<file path="src/rtl/immgen_stage_if.sv">
// Valid/ready bundle for the IF/ID immediate-generation stage: upstream instruction
// handshake plus the downstream decoded entry.
interface immgen_stage_if #(
    parameter int XLEN = 32
);
    logic            in_valid_i;
    logic            in_ready_o;
    logic [31:0]     instr_i;
    logic [XLEN-1:0] pc_i;

    logic            out_valid_o;
    logic            out_ready_i;
    logic [31:0]     instr_o;
    logic [XLEN-1:0] pc_o;
    logic [XLEN-1:0] imm_o;
    logic [2:0]      fmt_o;
    logic            illegal_o;

    // Environment side: fetch drives instructions in, decode consumes entries.
    modport master (
        output in_valid_i, instr_i, pc_i, out_ready_i,
        input  in_ready_o, out_valid_o, instr_o, pc_o, imm_o, fmt_o, illegal_o
    );

    // Stage side.
    modport slave (
        input  in_valid_i, instr_i, pc_i, out_ready_i,
        output in_ready_o, out_valid_o, instr_o, pc_o, imm_o, fmt_o, illegal_o
    );
endinterface

</file>
<file path="src/rtl/immgen_stage.sv">
// IF/ID stage: decodes the immediate of an RV32I/RV64I instruction on accept and holds
// {instr, pc, imm, fmt, illegal} in a valid/ready register or a 2-entry skid buffer.
module immgen_stage #(
    parameter int XLEN    = 32,
    parameter bit SKID_EN = 1'b1,
    parameter bit CSR_EN  = 1'b1
) (
    input  logic          clk_i,
    input  logic          rst_i,
    input  logic          flush_i,
    immgen_stage_if.slave bus
);

    generate
        if (XLEN != 32 && XLEN != 64) begin : g_bad_xlen
            $error("immgen_stage: XLEN must be 32 or 64");
        end
    endgenerate

    localparam logic [6:0] OPC_LOAD   = 7'b0000011;
    localparam logic [6:0] OPC_OP_IMM = 7'b0010011;
    localparam logic [6:0] OPC_AUIPC  = 7'b0010111;
    localparam logic [6:0] OPC_STORE  = 7'b0100011;
    localparam logic [6:0] OPC_OP     = 7'b0110011;
    localparam logic [6:0] OPC_LUI    = 7'b0110111;
    localparam logic [6:0] OPC_BRANCH = 7'b1100011;
    localparam logic [6:0] OPC_JALR   = 7'b1100111;
    localparam logic [6:0] OPC_JAL    = 7'b1101111;
    localparam logic [6:0] OPC_SYSTEM = 7'b1110011;

    typedef enum logic [2:0] {
        FMT_NONE  = 3'd0,
        FMT_I     = 3'd1,
        FMT_S     = 3'd2,
        FMT_B     = 3'd3,
        FMT_U     = 3'd4,
        FMT_J     = 3'd5,
        FMT_Z     = 3'd6,
        FMT_SHAMT = 3'd7
    } fmt_e;

    typedef struct packed {
        logic [31:0]     instr;
        logic [XLEN-1:0] pc;
        logic [XLEN-1:0] imm;
        logic [2:0]      fmt;
        logic            illegal;
    } entry_t;

    // ------------------------------------------------------------------
    // Immediate decode of the incoming instruction
    // ------------------------------------------------------------------
    logic [31:0]     ins;
    logic [XLEN-1:0] imm_i, imm_s, imm_b, imm_u, imm_j, imm_shamt, imm_z;
    logic [XLEN-1:0] dec_imm;
    fmt_e            dec_fmt;
    logic            dec_ill;
    entry_t          dec_entry;

    assign ins = bus.instr_i;

    // Replication counts stay positive for both widths by keeping bit 31 in the fill.
    assign imm_i     = {{(XLEN-12){ins[31]}}, ins[31:20]};
    assign imm_s     = {{(XLEN-12){ins[31]}}, ins[31:25], ins[11:7]};
    assign imm_b     = {{(XLEN-13){ins[31]}}, ins[31], ins[7], ins[30:25], ins[11:8], 1'b0};
    assign imm_u     = {{(XLEN-31){ins[31]}}, ins[30:12], 12'h000};
    assign imm_j     = {{(XLEN-21){ins[31]}}, ins[31], ins[19:12], ins[20], ins[30:21], 1'b0};
    assign imm_shamt = (XLEN == 64) ? XLEN'(ins[25:20]) : XLEN'(ins[24:20]);
    assign imm_z     = XLEN'(ins[19:15]);

    always_comb begin
        dec_imm = '0;
        dec_fmt = FMT_NONE;
        dec_ill = 1'b0;
        case (ins[6:0])
            OPC_LOAD, OPC_JALR: begin
                dec_imm = imm_i;
                dec_fmt = FMT_I;
            end
            OPC_OP_IMM: begin
                // funct3 001 (SLLI) and 101 (SRLI/SRAI) carry a shift amount
                if (ins[13:12] == 2'b01) begin
                    dec_imm = imm_shamt;
                    dec_fmt = FMT_SHAMT;
                end else begin
                    dec_imm = imm_i;
                    dec_fmt = FMT_I;
                end
            end
            OPC_STORE: begin
                dec_imm = imm_s;
                dec_fmt = FMT_S;
            end
            OPC_BRANCH: begin
                dec_imm = imm_b;
                dec_fmt = FMT_B;
            end
            OPC_LUI, OPC_AUIPC: begin
                dec_imm = imm_u;
                dec_fmt = FMT_U;
            end
            OPC_JAL: begin
                dec_imm = imm_j;
                dec_fmt = FMT_J;
            end
            OPC_OP: begin
                dec_fmt = FMT_NONE;
            end
            OPC_SYSTEM: begin
                if (CSR_EN) begin
                    if (ins[14]) begin
                        dec_imm = imm_z;
                        dec_fmt = FMT_Z;
                    end else begin
                        dec_imm = imm_i;
                        dec_fmt = FMT_I;
                    end
                end else begin
                    dec_ill = 1'b1;
                end
            end
            default: begin
                dec_ill = 1'b1;
            end
        endcase
    end

    always_comb begin
        dec_entry         = '0;
        dec_entry.instr   = ins;
        dec_entry.pc      = bus.pc_i;
        dec_entry.imm     = dec_imm;
        dec_entry.fmt     = dec_fmt;
        dec_entry.illegal = dec_ill;
    end

    // ------------------------------------------------------------------
    // Storage: MAIN always feeds the outputs
    // ------------------------------------------------------------------
    entry_t main_q, main_d;
    logic   out_valid;
    logic   in_ready;

    assign bus.in_ready_o  = in_ready;
    assign bus.out_valid_o = out_valid;
    assign bus.instr_o     = main_q.instr;
    assign bus.pc_o        = main_q.pc;
    assign bus.imm_o       = main_q.imm;
    assign bus.fmt_o       = main_q.fmt;
    assign bus.illegal_o   = main_q.illegal;

    generate
        if (SKID_EN) begin : g_skid
            typedef enum logic [1:0] {
                ST_EMPTY = 2'd0,
                ST_ONE   = 2'd1,
                ST_TWO   = 2'd2
            } state_e;

            state_e state_q, state_d;
            entry_t skid_q, skid_d;
            logic   in_ready_q, in_ready_d;
            logic   push, pop;

            assign in_ready  = in_ready_q;
            assign out_valid = (state_q != ST_EMPTY);
            assign push      = bus.in_valid_i && in_ready_q;
            assign pop       = out_valid && bus.out_ready_i;

            always_comb begin
                state_d = state_q;
                main_d  = main_q;
                skid_d  = skid_q;
                if (flush_i) begin
                    state_d = ST_EMPTY;
                end else begin
                    case (state_q)
                        ST_EMPTY: begin
                            if (push) begin
                                main_d  = dec_entry;
                                state_d = ST_ONE;
                            end
                        end
                        ST_ONE: begin
                            if (push && pop) begin
                                main_d = dec_entry;
                            end else if (push) begin
                                skid_d  = dec_entry;
                                state_d = ST_TWO;
                            end else if (pop) begin
                                state_d = ST_EMPTY;
                            end
                        end
                        ST_TWO: begin
                            if (pop) begin
                                main_d  = skid_q;
                                state_d = ST_ONE;
                            end
                        end
                        default: begin
                            state_d = ST_EMPTY;
                        end
                    endcase
                end
                // Registered ready: looks at next state so there is no path from out_ready_i
                in_ready_d = (state_d != ST_TWO);
            end

            always_ff @(posedge clk_i) begin
                if (rst_i) begin
                    state_q    <= ST_EMPTY;
                    main_q     <= '0;
                    skid_q     <= '0;
                    in_ready_q <= 1'b1;
                end else begin
                    state_q    <= state_d;
                    main_q     <= main_d;
                    skid_q     <= skid_d;
                    in_ready_q <= in_ready_d;
                end
            end
        end else begin : g_single
            logic valid_q, valid_d;

            assign out_valid = valid_q;
            assign in_ready  = !valid_q || bus.out_ready_i;

            always_comb begin
                valid_d = valid_q;
                main_d  = main_q;
                if (flush_i) begin
                    valid_d = 1'b0;
                end else if (bus.in_valid_i && in_ready) begin
                    main_d  = dec_entry;
                    valid_d = 1'b1;
                end else if (bus.out_ready_i) begin
                    valid_d = 1'b0;
                end
            end

            always_ff @(posedge clk_i) begin
                if (rst_i) begin
                    valid_q <= 1'b0;
                    main_q  <= '0;
                end else begin
                    valid_q <= valid_d;
                    main_q  <= main_d;
                end
            end
        end
    endgenerate

endmodule

</file>
<file path="src/flat_wrapper.sv">
// flat-port wrapper written by rule: the top's interface ports become plain ports
module immgen_stage_flat 
#(
    parameter int XLEN    = 32,
    parameter bit SKID_EN = 1'b1,
    parameter bit CSR_EN  = 1'b1
)
  (clk_i, rst_i, flush_i, bus_in_valid_i, bus_instr_i, bus_pc_i, bus_out_ready_i, bus_in_ready_o, bus_out_valid_o, bus_instr_o, bus_pc_o, bus_imm_o, bus_fmt_o, bus_illegal_o);
  immgen_stage_if #(.XLEN(XLEN)) bus_i ();
  input  logic clk_i;
  input  logic rst_i;
  input  logic flush_i;
  input wire logic [$bits(bus_i.in_valid_i)-1:0] bus_in_valid_i;
  input wire logic [$bits(bus_i.instr_i)-1:0] bus_instr_i;
  input wire logic [$bits(bus_i.pc_i)-1:0] bus_pc_i;
  input wire logic [$bits(bus_i.out_ready_i)-1:0] bus_out_ready_i;
  output wire logic [$bits(bus_i.in_ready_o)-1:0] bus_in_ready_o;
  output wire logic [$bits(bus_i.out_valid_o)-1:0] bus_out_valid_o;
  output wire logic [$bits(bus_i.instr_o)-1:0] bus_instr_o;
  output wire logic [$bits(bus_i.pc_o)-1:0] bus_pc_o;
  output wire logic [$bits(bus_i.imm_o)-1:0] bus_imm_o;
  output wire logic [$bits(bus_i.fmt_o)-1:0] bus_fmt_o;
  output wire logic [$bits(bus_i.illegal_o)-1:0] bus_illegal_o;
  assign bus_i.in_valid_i = bus_in_valid_i;
  assign bus_i.instr_i = bus_instr_i;
  assign bus_i.pc_i = bus_pc_i;
  assign bus_i.out_ready_i = bus_out_ready_i;
  assign bus_in_ready_o = bus_i.in_ready_o;
  assign bus_out_valid_o = bus_i.out_valid_o;
  assign bus_instr_o = bus_i.instr_o;
  assign bus_pc_o = bus_i.pc_o;
  assign bus_imm_o = bus_i.imm_o;
  assign bus_fmt_o = bus_i.fmt_o;
  assign bus_illegal_o = bus_i.illegal_o;
  immgen_stage #(.XLEN(XLEN), .SKID_EN(SKID_EN), .CSR_EN(CSR_EN)) u_core (.clk_i(clk_i), .rst_i(rst_i), .flush_i(flush_i), .bus(bus_i));
endmodule
</file>
<file path="config.mk">
export PLATFORM = sky130hd
export DESIGN_NAME = immgen_stage_flat
export DESIGN_NICKNAME = d
export VERILOG_FILES = /design/src/rtl/immgen_stage_if.sv /design/src/rtl/immgen_stage.sv /design/src/flat_wrapper.sv
export SDC_FILE = /design/constraint.sdc
export NUM_CORES = 1
export LEC_CHECK = 0
export CORE_MARGIN = 4
export CORE_UTILIZATION = 50
export DETAILED_ROUTE_END_ITERATION = 10
export PLACE_DENSITY = 0.78
export SYNTH_ARGS = -nofsm -noshare
export SYNTH_HDL_FRONTEND = slang
export SYNTH_SLANG_ARGS = --single-unit
</file>
<file path="constraint.sdc">
create_clock -name clk_i -period 5.58 [get_ports clk_i]
set_clock_uncertainty 0.15 [all_clocks]
set_input_delay 1.116 -clock clk_i [delete_from_list [all_inputs] [get_ports clk_i]]
set_output_delay 1.116 -clock clk_i [all_outputs]
set_load 0.02 [all_outputs]
</file>
==> results.cfg <==
[global_route]
global_route.usage.total_pct = 23.4
grtUsageMet2_pct = 39.0
grtUsageMet3_pct = 3.36
global_route.usage.met1_pct = 32.0
number_of_antenna_violations_at_the_first_check_in_global_routing = 0
grt_pass1_wl_mm = 38.8
global_route.peak_usage_layer = met2
grt_max_degree = 138
gr-total-overflow = 0
grt_pass1_vias = 7490

[layout]
num_antenna_cells = 0
final_net_count = 1240
drive_above_1_share_pct = 7.10
finalCoreUtilization_pct = 65.0
areaGrowthSynthToFinish_pct = 25.7

[setup_path]
worst_ep_required_time_ns = 5.83
crit_path_cell_trace = clkdlybuf4s50_1 > and2_1 > and4_1 > a41o_1 > nand2_1 > a221oi_1
worst_setup_startpoint = bus_instr_i[4]
setup.worst_path.class = in -> reg
cp_top_family = buffers and inverters
regToRegEndpoint = u_core.bus.imm_o[31]
cp-endpoint = u_core.bus.imm_o[18]
r2r_start = u_core.g_skid.state_q[1]
timing.critical_path.to_type = flip-flop
critical_path_arrival_ns = 3.67
reg2regPathDepth = 6
critical-path-max-stage-delay_ns = 0.95
critical_path.max_fanout = 24
regToRegSetupSlack_ns = 2.38
cp.buffers_inverters = 1
critical_path_cell_count = 6
critical_path.slowest_cell = sky130_fd_sc_hd__clkdlybuf4s50_1
crit_path_start_kind = input pin

[pwr]
total_switching_power_mw = 0.826
pwr-share-seq_pct = 46.6
comb_power_share_pct = 12.8
ir_worst_vdd_mv = 0.195
power_mw = 3.29
internal-power_mw = 2.47
total_leakage_power_nw = 3.68
power_frac_clock_pct = 40.6
netSwitchingFraction_pct = 25.1
power.density_cell_area_nw_per_um2 = 302

[clock_tree]
cts-resized-gates = 0
clock_tree.buffer_depth = 3
cts_tree = done
cts_buffers = 21
cts_hold_buffers = 0
cts.repair_timing.setup_buffer_count = 0
skew_pair_late_insertion_delay_ns = 0.49
cts_root_buffer = sky130_fd_sc_hd__clkbuf_16
htree_levels = 1
clkTransAtPathRegs_ns = 0.06
clock_sink_total = 203

[floorplanning]
fp.dieArea_um2 = 19500
die_height_um = 140
floorplan.initialDensity_pct = 51.7
fp.coreArea_um2 = 16800
boundaryPins = 171
placementRows = 47
floorplan.die.width_um = 140

[route]
via_count = 7932
drt_iter0_markers = 624
drtPass1Iterations = 5
drt_wl_total_mm = 23.8
routed_wire_length_per_instance_um = 17.0
drc = 0
route.detailed.vias_per_inst = 5.65
ant_nets = 0

[yosys]
synth.lib_cells_used.distinct = 59
async_flop_share_pct = 0
synth.cell_area_um2 = 8660
yosysWarnings = 0
postSynthRegisterBits = 203
synth_ff_type = sky130_fd_sc_hd__dfxtp_1
synth.net_count = 1132
post_synth_inst_count = 1063
synth_sequential_area_ratio_pct = 46.9
postSynthAreaPerCell_um2 = 8.15
post_synth_edffs = 0

[placement]
numPortBuffers = 170
dp.final_hpwl_mm = 14.9
pre_cts_ws_ns = 1.74
finalWeightedCongestion = 0.843

[timing]
timing.final.hold_violations = 0
finalSetupTns_ns = 0
final.hold.worst_slack_ns = 0.303
layout_worst_path_cycle_share_pct = 61.5
grt_setup_unrepaired = false
fin_ws_ns = 2.15
finalMaxSlewViolations = 0
setup_viol_count_final = 0
timing.fmax_mhz = 292
min_period_ns = 3.43
timing_worst_slew_pin_value_ns = 1.09
worst_relative_slew_slack_pct = 27.1

[status]
run_status = finished clean

[flow_run]
drv.max_cap_violation_count = 0

[hold_path]
hold_path_class = reg -> reg
-- cell usage in the layout (no fill, tap or decap), types with 3 or more instances in the layout --
cell type and instances:
sky130_fd_sc_hd__o32ai_1 7, sky130_fd_sc_hd__o22ai_1 5, sky130_fd_sc_hd__buf_4 10, sky130_fd_sc_hd__dfxtp_1 203
sky130_fd_sc_hd__clkbuf_16 21, sky130_fd_sc_hd__a211oi_2 11, sky130_fd_sc_hd__a211oi_1 17, sky130_fd_sc_hd__nand2_1 307
sky130_fd_sc_hd__nor2b_1 3, sky130_fd_sc_hd__clkbuf_8 7, sky130_fd_sc_hd__o211ai_1 3, sky130_fd_sc_hd__and2_1 3
sky130_fd_sc_hd__clkinv_2 5, sky130_fd_sc_hd__and3_1 4, sky130_fd_sc_hd__a221oi_1 10, sky130_fd_sc_hd__nor3_1 11
sky130_fd_sc_hd__inv_1 6, sky130_fd_sc_hd__o21ai_1 3, sky130_fd_sc_hd__a221oi_2 10, sky130_fd_sc_hd__nor2_1 118
sky130_fd_sc_hd__a21oi_2 3, sky130_fd_sc_hd__a311oi_1 64, sky130_fd_sc_hd__nand2b_1 5, sky130_fd_sc_hd__clkdlybuf4s50_1 169
sky130_fd_sc_hd__a21oi_1 90, sky130_fd_sc_hd__a32o_1 7, sky130_fd_sc_hd__nand3_1 6, sky130_fd_sc_hd__a31oi_1 6
sky130_fd_sc_hd__o21ai_0 30
-- how the worst min path moves through the flow --
stage,startpoint,end,depth (start not counted)
floorplan,u_core.g_skid.skid_q[36],u_core.g_skid.skid_q[36],2
global placement,u_core.g_skid.skid_q[49],u_core.g_skid.skid_q[49],2
detailed placement,u_core.g_skid.skid_q[41],u_core.g_skid.skid_q[41],2
CTS,u_core.g_skid.skid_q[41],u_core.g_skid.skid_q[41],2
global route,u_core.g_skid.skid_q[47],u_core.g_skid.skid_q[47],2
finish,u_core.g_skid.skid_q[96],u_core.g_skid.skid_q[96],2
-- cell type report --
type / instances / area, µm²
clock buffer: 30 / 629
clock inverter: 5 / 25.0
fill: 1480 / 5870
inverter: 6 / 22.5
multi-input combinational: 759 / 4090
sequential: 203 / 4060
tap: 220 / 275
timing repair buffer: 180 / 1780
-- routing by layer --
| metal | wire length, µm | part of all wire (%) |
|---|---|---|
| met5 | 0 | 0 |
| met4 | 397 | 1.7 |
| met3 | 1430 | 6.0 |
| met2 | 11300 | 47 |
| met1 | 10700 | 45 |
-- power groups by stage --
stage               registers (mW)  clock network (mW)  logic, mW
floorplan                     1.62                   0      0.181
global placement              1.56                   0      0.417
detailed placement            1.57                   0      0.421
CTS                           1.53                1.36      0.423
global route                  1.54                1.41      0.455
finish                        1.53                1.34      0.422
-- synth_stat cells, drive strengths merged (3+ instances only) --
library cell  count  area, µm²
dfxtp           203       4060
buf              46        314
a32o              7       70.1
nor2b             4       25.0
nand2           307       1150
o22ai             6       43.8
a311oi           64        561
nor2            120        460
a211oi           28        265
nor3             11       55.1
clkbuf           49        185
o211ai            3       22.5
o32ai             8       88.8
a31oi             6       37.5
nand2b            6       37.5
a221oi           20        238
inv               6       22.5
nand3             6       30.0
a21oi            93        477
and3              4       25.0
o21ai            34        174
and2              4       25.0
-- flip-flops by register name, summed over array words and instances, names as in the netlist --
name / count
u_core.bus.pc_o: 32
u_core.bus.imm_o: 32
u_core.bus.illegal_o: 1
u_core.bus.in_ready_o: 1
u_core.bus.instr_o: 32
u_core.bus.fmt_o: 3
u_core.g_skid.state_q: 2
u_core.g_skid.skid_q: 100
-- cell families (layout without fill, tap and decap cells) --
logic type	after synthesis	in the layout	synth area share, %
buffers and inverters	101	221	6.03
XOR/XNOR	1	1	0.101
flip-flops	203	203	46.9
AND/OR/NAND/NOR	477	477	22.6
multiplexers	1	1	0.130
AO/OA/AOI/OAI	280	280	24.2
-- worst register-to-register path, cell delays in order, from the launching register on --
cell	delay (ns)
sky130_fd_sc_hd__dfxtp_1	0.46
sky130_fd_sc_hd__nand2b_4	0.60
sky130_fd_sc_hd__o32ai_4	0.51
sky130_fd_sc_hd__buf_4	0.68
sky130_fd_sc_hd__nor2_1	0.19
sky130_fd_sc_hd__or3b_1	0.41
sky130_fd_sc_hd__o32ai_1	0.11
-- stage by stage --
step	area, µm²	cells
global placement	10200	1368
detailed placement	10200	1368
finish	10900	1403
CTS	10900	1403
floorplan	8660	1063
global route	10900	1403
Power figures use the tool's default switching activity.
